==> config.mk <==
export PLATFORM = sky130hd
export DESIGN_NAME = ts_speed
export DESIGN_NICKNAME = d
export VERILOG_FILES = /design/src/rtl/ts_speed.sv
export SDC_FILE = /design/constraint.sdc
export NUM_CORES = 1
export LEC_CHECK = 0
export CAP_MARGIN = 20
export CORE_MARGIN = 4
export CORE_UTILIZATION = 53
export CTS_CLUSTER_DIAMETER = 60
export CTS_CLUSTER_SIZE = 40
export DETAILED_ROUTE_END_ITERATION = 16
export PLACE_DENSITY_LB_ADDON = 0.05
export SETUP_SLACK_MARGIN = 0.15
export SYNTH_ARGS = -nofsm -noshare
export SYNTH_HDL_FRONTEND = slang
export SYNTH_SLANG_ARGS = --single-unit
export TNS_END_PERCENT = 50
==> constraint.sdc <==
create_clock -name clk -period 5.7 [get_ports clk]
set_clock_uncertainty 0.1 [all_clocks]
set_input_delay 0.57 -clock clk [delete_from_list [all_inputs] [get_ports clk]]
set_output_delay 0.57 -clock clk [all_outputs]
set_load 0.05 [all_outputs]
==> src/rtl/ts_speed.sv <==
// rtl/ts_speed.sv - per-channel transport-stream packet-rate meter with byte-serial report
module ts_speed #(
  parameter int CH_BITS = 4,
  parameter int CNT_W   = 16
) (
  input  logic        clk,
  input  logic        rst,
  input  logic [31:0] ts_din,
  input  logic        ts_din_en,
  input  logic        rate_con_start,
  input  logic        rate_con_end,
  output logic [7:0]  rate_dout,
  output logic        rate_dout_en
);

  localparam int NCH   = 1 << CH_BITS;
  localparam int IDX_W = CH_BITS + 1;

  localparam logic [1:0] ST_IDLE    = 2'd0;
  localparam logic [1:0] ST_MEASURE = 2'd1;
  localparam logic [1:0] ST_DUMP    = 2'd2;

  localparam logic [CNT_W-1:0] CNT_MAX  = '1;
  localparam logic [IDX_W-1:0] IDX_LAST = '1;

  logic [1:0]         state;
  logic               en_d;
  logic               sop;
  logic [CH_BITS-1:0] sop_ch;
  logic [IDX_W-1:0]   byte_idx;
  logic [CH_BITS-1:0] dump_ch;
  logic [15:0]        dump_word;
  logic [CNT_W-1:0]   cnt [NCH];
  logic               unused_din_bits;

  // Only the channel field of the first word matters; the payload is ignored.
  assign unused_din_bits = ^ts_din[31:CH_BITS];

  assign sop     = ts_din_en & ~en_d;
  assign sop_ch  = ts_din[CH_BITS-1:0];
  assign dump_ch = byte_idx[IDX_W-1:1];

  // Counter being reported, zero-extended to the 16-bit report field.
  always_comb begin
    dump_word = 16'(cnt[dump_ch]);
  end

  // Delayed enable for rising-edge (start-of-packet) detection, free-running.
  always_ff @(posedge clk) begin
    if (!rst) begin
      en_d <= 1'b0;
    end else begin
      en_d <= ts_din_en;
    end
  end

  // Window control: start (re)opens, end in MEASURE hands over to the dump.
  always_ff @(posedge clk) begin
    if (!rst) begin
      state    <= ST_IDLE;
      byte_idx <= '0;
    end else begin
      case (state)
        ST_IDLE: begin
          if (rate_con_start) state <= ST_MEASURE;
        end
        ST_MEASURE: begin
          if (!rate_con_start && rate_con_end) begin
            state    <= ST_DUMP;
            byte_idx <= '0;
          end
        end
        ST_DUMP: begin
          byte_idx <= byte_idx + IDX_W'(1);
          if (byte_idx == IDX_LAST) state <= ST_IDLE;
        end
        default: state <= ST_IDLE;
      endcase
    end
  end

  // Per-channel saturating packet counters; start clears, and wins over a same-cycle sop.
  always_ff @(posedge clk) begin
    if (!rst) begin
      for (int i = 0; i < NCH; i++) cnt[i] <= '0;
    end else if ((state == ST_IDLE || state == ST_MEASURE) && rate_con_start) begin
      for (int i = 0; i < NCH; i++) cnt[i] <= '0;
    end else if (state == ST_MEASURE && sop && cnt[sop_ch] != CNT_MAX) begin
      cnt[sop_ch] <= cnt[sop_ch] + CNT_W'(1);
    end
  end

  // Registered report bytes: MSB then LSB of each channel, in channel order.
  always_ff @(posedge clk) begin
    if (!rst) begin
      rate_dout    <= 8'd0;
      rate_dout_en <= 1'b0;
    end else if (state == ST_DUMP) begin
      rate_dout    <= byte_idx[0] ? dump_word[7:0] : dump_word[15:8];
      rate_dout_en <= 1'b1;
    end else begin
      rate_dout_en <= 1'b0;
    end
  end

endmodule

==> results of run 1 <==
synth_stat cells (2+ instances only):
master	n	share of area
buf_1	8	0.0020
ha_1	3	0.0026
nor3_1	13	0.0044
and2_1	5	0.0021
a22o_1	2	0.0012
nand2_2	11	0.0047
buf_12	6	0.0082
nor4_1	8	0.0034
clkbuf_1	21	0.0054
mux4_2	120	0.18
o211a_1	9	0.0061
nor2b_1	6	0.0026
nor3b_1	2	0.0010
nand3_1	4	0.0014
nand2b_1	5	0.0021
nor2_1	221	0.057
buf_6	16	0.012
xnor2_1	6	0.0036
mux2i_1	16	0.011
nor2_2	45	0.019
and3_1	2	0.00085
buf_2	21	0.0072
edfxtp_1	256	0.52
and2b_1	2	0.0010
inv_1	3	0.00077
o21ai_2	7	0.0042
a22oi_1	32	0.016
a21oi_1	5	0.0017
xnor2_2	5	0.0055
nand4_1	3	0.0013
o21ai_0	3	0.0010
buf_4	9	0.0046
o21ai_4	10	0.011
mux4_1	21	0.038
dfxtp_1	21	0.029
nand2_1	34	0.0087
worst max-delay path: cells and delay by family:
kind / cells / cell delay [ns]
AND/OR/NAND/NOR: 4 / 2.06
buffers and inverters: 1 / 0.83
AO/OA/AOI/OAI: 3 / 0.53
adder cells (fa/ha/maj): 1 / 0.19
through the flow:
step           hold WS (ns)  utilization  setup WS (ns)  area (um^2)
3_5_place_dp          0.364        0.557          0.951        15100
6_report              0.374        0.588           1.43        15900
4_1_cts               0.378        0.588           1.49        15900
2_1_floorplan         0.326            -           1.55        14700
5_1_grt               0.422        0.588           1.29        15900
3_3_place_gp          0.362        0.557           1.02        15100
power by group:
group          total [mW]  switching (mW)  internal (mW)  leakage, nW
combinational       0.439           0.281          0.158         2.11
clock                1.74           0.844          0.898        0.409
sequential           2.35          0.0453           2.31         3.01
total                4.53            1.17           3.36         5.54
cell families after synthesis:
logic type / count (synthesis) / synth area share
simple gates: 370 / 0.117
flops: 277 / 0.552
mux: 157 / 0.233
buf+inv: 85 / 0.0414
compound gates: 71 / 0.0436
xor+xnor: 13 / 0.0108
fa+ha+maj: 3 / 0.00256
worst max path at each step:
stage | start | to | slack [ns] | cells after the start
3_3_place_gp | ts_din[3] | cnt[5][6]$_SDFFCE_PN0P_ | 1.02 | 9
4_1_cts | ts_din[3] | cnt[1][9]$_SDFFCE_PN0P_ | 1.49 | 9
6_report | ts_din[3] | cnt[1][9]$_SDFFCE_PN0P_ | 1.43 | 9
5_1_grt | ts_din[3] | cnt[1][9]$_SDFFCE_PN0P_ | 1.29 | 9
3_5_place_dp | ts_din[3] | cnt[1][12]$_SDFFCE_PN0P_ | 0.95 | 9
2_1_floorplan | ts_din[0] | cnt[1][0]$_SDFFCE_PN0P_ | 1.55 | 15
final cells by class:
type	count	area [um^2]
inverter	3	11.3
tap	372	465
timing repair buffer	64	531
multi-input combinational	614	5970
clock inverter	20	221
sequential	277	8110
clock buffer	25	626
fill	2058	11200
metal layers:
metal / vias to the layer above / part of all wire
met4: 2 / 0.016
met3: 42 / 0.094
met1: 4631 / 0.40
met2: 474 / 0.48
li1: 3795 / -
met5: - / 0.0022
state kept, by name, summed over array words and instances, names as in the netlist, named ones only:
signal	cells
cnt	256
en_d	1
byte_idx	5
rate_dout	8
rate_dout_en	1
state	2
==> impl_metrics.tcl, run 1 <==
set metrics [dict create \
    cts_resized 0 \
    cp.arrival_ns 4.23 \
    grt_util_all_layers 0.258 \
    yosys_most_used_dff "edfxtp_1" \
    top_usage_layer "met2" \
    drtAntennaViolNets 0 \
    run_status "completed" \
    dp_hpwl_um 25900 \
    num_rows 60 \
    place_inst 1330 \
    max_freq_mhz 234 \
    hold_viol 0 \
    antenna_found_initial 2 \
    critical_path_class "in -> reg" \
    core_area_um2 27100 \
    overflow 0 \
    synth_warnings 0 \
    critPathMaxFanout 17 \
    min_from "byte_idx[3]$_SDFFE_PN0P_" \
    crit_chain "clkdlybuf4s50_1, and2b_1, a22oi_1, nand2_1, ha_1, o21ai_2, or4_4, o21ai_4, nand2_1" \
    synth_edf_count 256 \
    grt_max_degree 65 \
    crit_slowest_cell "clkdlybuf4s50_1" \
    final_cell_mix "edfxtp_1 (256), nor2_1 (221), mux4_2 (120)" \
    initial_utilization 0.542 \
    drt-initial-drc-count 1144 \
    worstHoldPathType "reg -> reg" \
    diodes 0 \
    grt_use_met1 0.374 \
    final_common_cell "edfxtp_1" \
    tightest_slew_ns 1.07 \
    p_per_area_nw_per_um2 284 \
    avgSynthCellArea_um2 15.0 \
    layout.cells.non_filler 1375 \
    syn_area_um2 14700 \
    finalCritPeriodShare 0.749 \
    p_leak_nw 5.54 \
    synth_seq_cells 277 \
    setup.worst_path.start_class "primary input" \
    dr.pass1.iters 5 \
    ir_drop_mv 0.190 \
    grt_pass1_wl_um 57600 \
    globalplace.congestion 0.891 \
    cts_root_buffer "clkbuf_16" \
    r2r_slack_ns 2.21 \
    worstReg2RegStart "state[1]$_SDFFE_PN0P_" \
    drc_errors 0 \
    hold_path_depth 1 \
    r2r_cells 7 \
    die_w_um 174 \
    io_pins 46 \
    rr_endpoint "cnt[2][9]$_SDFFCE_PN0P_" \
    yosysSeqAreaShare 0.552 \
    slew_headroom 0.285 \
    slew_viol_final 0 \
    ctsHoldBuffers 0 \
    ys_types 51 \
    cp.required_ns 5.66 \
    critPathCaptureType "register" \
    grt_pass1_vias 8863 \
    met2_usage 0.420 \
    cts_sinks 277 \
    drive_above_1_share 0.301 \
    grtUsageMet3 0.0439 \
    tns_ns 0 \
    cts_buffer_depth 3 \
    numPortBuffers 17 \
    h-tree-depth 1 \
    dieArea_um2 30400 \
    via_per_inst 6.50 \
    insertion_delay_ns 0.55 \
    period_minus_slack_ns 4.27 \
    synth_fp_nets 1016 \
    cts_tree "done" \
    cts_setup_buffers 0 \
    syn_inst 976 \
    avgRoutedWirePerCell_um 28.5 \
    async_flop_share 0 \
    num_vias 8944 \
    drt_wl_total_um 39300 \
    rsz0062_at_grt "false" \
    cap_violations 0 \
    clkTransAtPathRegs_ns 0.07 \
    finalPower_mw 4.53 \
    area_growth_pct 8.58 \
    die_h_um 174 \
    numCtsBuffers 25 \
    critPathMaxStageDelay_ns 0.83 \
    nets 1025 \
    crit_path_frequent_cell "nand2_1" \
    setup_viol 0 \
]
Power figures use the tool's default switching activity.
==> inputs of run 2 (changes only) <==
==> constraint.sdc (replaced) <==
create_clock -name clk -period 3.89 [get_ports clk]
set_clock_uncertainty 0.1 [all_clocks]
set_input_delay 0.389 -clock clk [delete_from_list [all_inputs] [get_ports clk]]
set_output_delay 0.389 -clock clk [all_outputs]
set_load 0.05 [all_outputs]
==> run 2 against run 1 <==
Die area stayed put. Utilization grew 2.8 points. Cell count is 4.3% higher. Worst hold slack got worse by 0.035 ns. Setup slack worse by 0.84 ns. Largest cell class unchanged.
==> impl_metrics.tcl, run 2 (synthesized netlist as in run 1, its figures left out) <==
set metrics [dict create \
    run_status "completed" \
    overflow 0 \
    ctsHoldBuffers 0 \
    drt_wl_total_um 39700 \
    h-tree-depth 1 \
    netSwitchingFraction 0.256 \
    cts_resized 0 \
    numPortBuffers 17 \
    pwr-share-seq 0.505 \
    largest_reg_flops 256 \
    via_per_inst 6.33 \
    dr.pass1.iters 6 \
    p_per_area_nw_per_um2 409 \
    intPower_mw 5.08 \
    drt-initial-drc-count 1053 \
    critPathMaxFanout 17 \
    final_common_cell "edfxtp_1" \
    die_w_um 174 \
    cap_violations 0 \
    p_leak_nw 5.94 \
    io_pins 46 \
    setup.worst_path.start_class "primary input" \
    slew_viol_final 0 \
    grt_max_degree 39 \
    cts_root_buffer "clkbuf_16" \
    ir_drop_mv 0.347 \
    setup_viol 0 \
    switchingPower_mw 1.75 \
    cp.arrival_ns 3.44 \
    drtAntennaViolNets 0 \
    regMostFlops "cnt" \
    antenna_found_initial 1 \
    dp_hpwl_um 28000 \
    grt_pass1_wl_um 58700 \
    num_rows 60 \
    die_h_um 174 \
    cts_tree "done" \
    cts_buffer_depth 3 \
    period_minus_slack_ns 3.29 \
    critPathCaptureType "register" \
    max_freq_mhz 304 \
    largestRegisters "cnt (256), rate_dout (8), byte_idx (5)" \
    met2WireLength_um 19600 \
    worstHoldPathType "in -> reg" \
    num_vias 9077 \
    diodes 0 \
    globalplace.congestion 0.888 \
    avgRoutedWirePerCell_um 27.7 \
    finalCritPeriodShare 0.847 \
    finalPower_mw 6.82 \
    cts_sinks 277 \
    dieArea_um2 30400 \
    grt_util_all_layers 0.261 \
    clkTransAtPathRegs_ns 0.07 \
    core_area_um2 27100 \
    cp.required_ns 4.04 \
    area_growth_pct 13.8 \
    clkPwrFrac 0.391 \
    cts_setup_buffers 0 \
    final_cell_mix "edfxtp_1 (256), nor2_1 (221), mux4_2 (120)" \
    tns_ns 0 \
    critical_path_class "in -> reg" \
    wl_met1_um 15900 \
    wl_met3_um 3590 \
    drc_errors 0 \
    slew_headroom 0.283 \
    numCtsBuffers 26 \
    hold_viol 0 \
    rsz0062_at_grt "false" \
    nets 1083 \
    insertion_delay_ns 0.55 \
    drive_above_1_share 0.343 \
    highest_layer "met4" \
    grt_pass1_vias 9276 \
    initial_utilization 0.542 \
    tightest_slew_ns 1.07 \
    combPwrFrac 0.105 \
]
-- run 2: cell types whose count changed in the layout (fill, tap and decap cells not counted), moves of 3 or more --
| cell | delta |
|---|---|
| nand2_1 | -3 |
| buf_4 | +35 |
| inv_12 | -3 |
| nand2_2 | +3 |
| buf_12 | +22 |
-- run 2: power by group through the flow --
| stage | registers, mW | logic, mW | clock network [mW] |
|---|---|---|---|
| 2_1_floorplan | 3.49 | 0.438 | 0 |
| 3_3_place_gp | 3.49 | 0.698 | 0 |
| 3_5_place_dp | 3.51 | 0.710 | 0 |
| 4_1_cts | 3.44 | 0.712 | 2.70 |
| 5_1_grt | 3.46 | 0.751 | 2.82 |
| 6_report | 3.44 | 0.716 | 2.67 |
-- run 2: metal layers --
metal / global-route usage / vias up
met1: 0.368 / 4766
li1: - / 3908
met3: 0.0579 / 40
met2: 0.430 / 363
met5: 0 / -
met4: 0.0439 / 0
-- run 2: per-stage QoR --
stage	std cells	hold WS [ns]	utilization	area [um^2]	setup slack [ns]
floorplan	976	0.326	-	14700	0.0782
global placement	1387	0.356	0.583	15800	0.161
detailed placement	1387	0.357	0.583	15800	0.114
CTS	1434	0.334	0.616	16700	0.659
global route	1434	0.350	0.616	16700	0.472
finish	1434	0.340	0.616	16700	0.597
-- run 2: final timing paths --
kind | start | endpoint | slack, ns | cells after the start
worst max-delay path | ts_din[3] | cnt[1][13]$_SDFFCE_PN0P_ | 0.60 | 10
worst min register to register | byte_idx[3]$_SDFFE_PN0P_ | register | 0.37 | 1
worst max register to register | cnt[3][1]$_SDFFCE_PN0P_ | cnt[14][10]$_SDFFCE_PN0P_ | 0.72 | 9
worst min-delay path | ts_din_en | en_d$_SDFF_PN0_ | 0.34 | 2
-- run 2: area by class of cell --
| cell class | count | area (um^2) |
|---|---|---|
| repair buffers | 121 | 1230 |
| clock buffers | 28 | 679 |
| clock inverters | 19 | 223 |
| flip-flops and latches | 277 | 8110 |
| fillers | 2042 | 10400 |
| inverters | 3 | 11.3 |
| well taps | 372 | 465 |
| multi-input cells | 614 | 5970 |
-- run 2: critical path, cell delays in order --
cell	delay, ns
clkdlybuf4s50_1	0.64
and2_1	0.42
a22oi_1	0.15
nand2_1	0.15
ha_1	0.21
o21ai_2	0.13
or4_4	0.72
o21ai_4	0.24
buf_4	0.29
nor2_1	0.08
==> inputs of run 3 (changes only) <==
==> constraint.sdc (replaced) <==
create_clock -name clk -period 2.84 [get_ports clk]
set_clock_uncertainty 0.1 [all_clocks]
set_input_delay 0.284 -clock clk [delete_from_list [all_inputs] [get_ports clk]]
set_output_delay 0.284 -clock clk [all_outputs]
set_load 0.05 [all_outputs]
==> run 3 against run 2 <==
Combinational power up 72%. Cell area increased by 8.0%. Largest power group unchanged. Sequential share of layout area down 3.6 points. Highest routed layer unchanged. Die area unchanged. Global-route usage up 0.71 points. Clock-buffer cell count fell by 5. Worst hold slack got worse by 0.094 ns. Non-clock buffer count is 48 higher. Wire length is 6.8% higher. Sequential power is 37% higher. Via count grew 5.4%.
==> impl_metrics.tcl, run 3 (synthesized netlist as in run 1, its figures left out) <==
set metrics [dict create \
    crit_family "simple AND/OR/NAND/NOR gates" \
    core_area_um2 27100 \
    overflow 0 \
    worstHoldPathType "in -> reg" \
    grt_pass1_vias 9575 \
    finalCritPeriodShare 0.954 \
    h-tree-depth 1 \
    drc_errors 0 \
    grt_util_all_layers 0.268 \
    period_minus_slack_ns 2.71 \
    layout.cells.non_filler 1480 \
    cts_tree "done" \
    crit_slowest_cell "mux4_2" \
    cp.required_ns 2.97 \
    finalInstanceArea_um2 18000 \
    setup.worst_path.start_class "register" \
    critPathMaxStageDelay_ns 0.53 \
    setup_viol 0 \
    io_pins 46 \
    num_rows 60 \
    hold_viol 0 \
    dr.pass1.iters 5 \
    final_cell_mix "edfxtp_1 (256), nor2_1 (213), mux4_2 (129)" \
    grt_pass1_wl_um 61200 \
    rsz0062_at_grt "true" \
    numPortBuffers 17 \
    run_status "completed" \
    diodes 0 \
    drive_above_1_share 0.425 \
    crit_path_frequent_cell "buf_12" \
    grt_max_degree 65 \
    cp.arrival_ns 2.84 \
    hold_slack_ns 0.246 \
    num_vias 9567 \
    initial_utilization 0.542 \
    numCtsBuffers 23 \
    nets 1131 \
    tightest_slew_ns 0.843 \
    p_leak_nw 6.47 \
    drt-initial-drc-count 1216 \
    clkTransAtPathRegs_ns 0.08 \
    slew_viol_final 0 \
    cts_buffer_depth 3 \
    dp_hpwl_um 28300 \
    place_area_um2 16100 \
    crit_chain "mux4_2, a22oi_2, nand2_1, nand4_1, nand3b_4, buf_12, o21ai_4, buf_12, nand2_4" \
    critPathCaptureType "register" \
    largestRegisters "cnt (256), rate_dout (8), byte_idx (5)" \
    critPathMaxFanout 8 \
    crit_buf_inv 2 \
    drt_wl_total_um 42400 \
    slew_headroom 0.438 \
    place_inst 1400 \
    globalplace.congestion 0.931 \
    tns_ns 0 \
    cap_violations 0 \
    dp_slack_ns -0.583 \
    p_per_area_nw_per_um2 525 \
    die_h_um 174 \
    dieArea_um2 30400 \
    max_freq_mhz 369 \
    cts_sinks 277 \
    drtAntennaViolNets 0 \
    setup_ws_ns 0.131 \
    cts_root_buffer "clkbuf_16" \
    largest_reg_flops 256 \
    via_per_inst 6.46 \
    insertion_delay_ns 0.55 \
    antenna_found_initial 2 \
    regMostFlops "cnt" \
    area_growth_pct 22.9 \
    ir_drop_mv 0.573 \
    avgRoutedWirePerCell_um 28.7 \
    die_w_um 174 \
    final_common_cell "edfxtp_1" \
    critical_path_class "reg -> reg" \
]
[run 3: changes by cell type in the layout (fill, tap and decap cells not counted), moves of 9 or more]
cell	change
buf_12	+20
buf_6	+19
a22oi_1	-17
a22oi_2	+17
nand2_1	-11
nand2_8	+10
mux4_1	-9
mux4_2	+9
nand2_4	+9
[run 3: final cells by class]
cell class / count / area, um^2
clock buffer: 23 / 576
clock inverter: 19 / 273
fill: 1911 / 9070
inverter: 3 / 11.3
multi-input combinational: 617 / 6480
sequential: 277 / 8110
tap: 372 / 465
timing repair buffer: 169 / 2120
[run 3: timing repair]
action | 4_1_cts | 5_1_grt
hold endpoints to repair | 0 | 0
setup buffers | 12 | 14
endpoints found under the setup margin | 424 | 511
resized for setup | 40 | 90
hold buffers | 0 | 0
pin swaps | 5 | 29
gates cloned | 3 | 9
[run 3: metrics by stage]
step           total power [mW]   util
4_1_cts                    9.43  0.640
5_1_grt                    9.74  0.665
3_3_place_gp               5.84  0.593
6_report                   9.47  0.665
3_5_place_dp               5.87  0.593
2_1_floorplan              5.40      -
[run 3: path summary, 6_finish.rpt]
path / slack (ns) / to / cells after the start / startpoint
setup / recovery: 0.13 / cnt[15][5]$_SDFFCE_PN0P_ / 9 / cnt[3][12]$_SDFFCE_PN0P_
setup reg to reg: 0.13 / cnt[15][5]$_SDFFCE_PN0P_ / 9 / cnt[3][12]$_SDFFCE_PN0P_
hold reg to reg: 0.38 / register / 1 / byte_idx[3]$_SDFFE_PN0P_
hold / removal: 0.25 / en_d$_SDFF_PN0_ / 2 / ts_din_en
[run 3: worst reg2reg max path, stage by stage, from the launching register on]
cell,delay [ns]
edfxtp_1,0.41
mux4_2,0.54
a22oi_2,0.24
nand2_1,0.15
nand4_1,0.20
nand3b_4,0.20
buf_12,0.17
o21ai_4,0.07
buf_12,0.16
nand2_4,0.16
[run 3: metal layers]
layer	track usage	wire length [um]	share of wire	up-vias
met1	0.391	16900	0.40	5055
met5	0	0	0	-
met4	0.0472	809	0.019	0
met3	0.0413	3760	0.089	57
li1	-	-	-	4014
met2	0.441	20900	0.49	441
[run 3: power breakdown]
part / switching, mW / internal, mW
clock network: 1.72 / 1.80
logic: 0.688 / 0.541
registers: 0.0915 / 4.62
total: 2.50 / 6.96
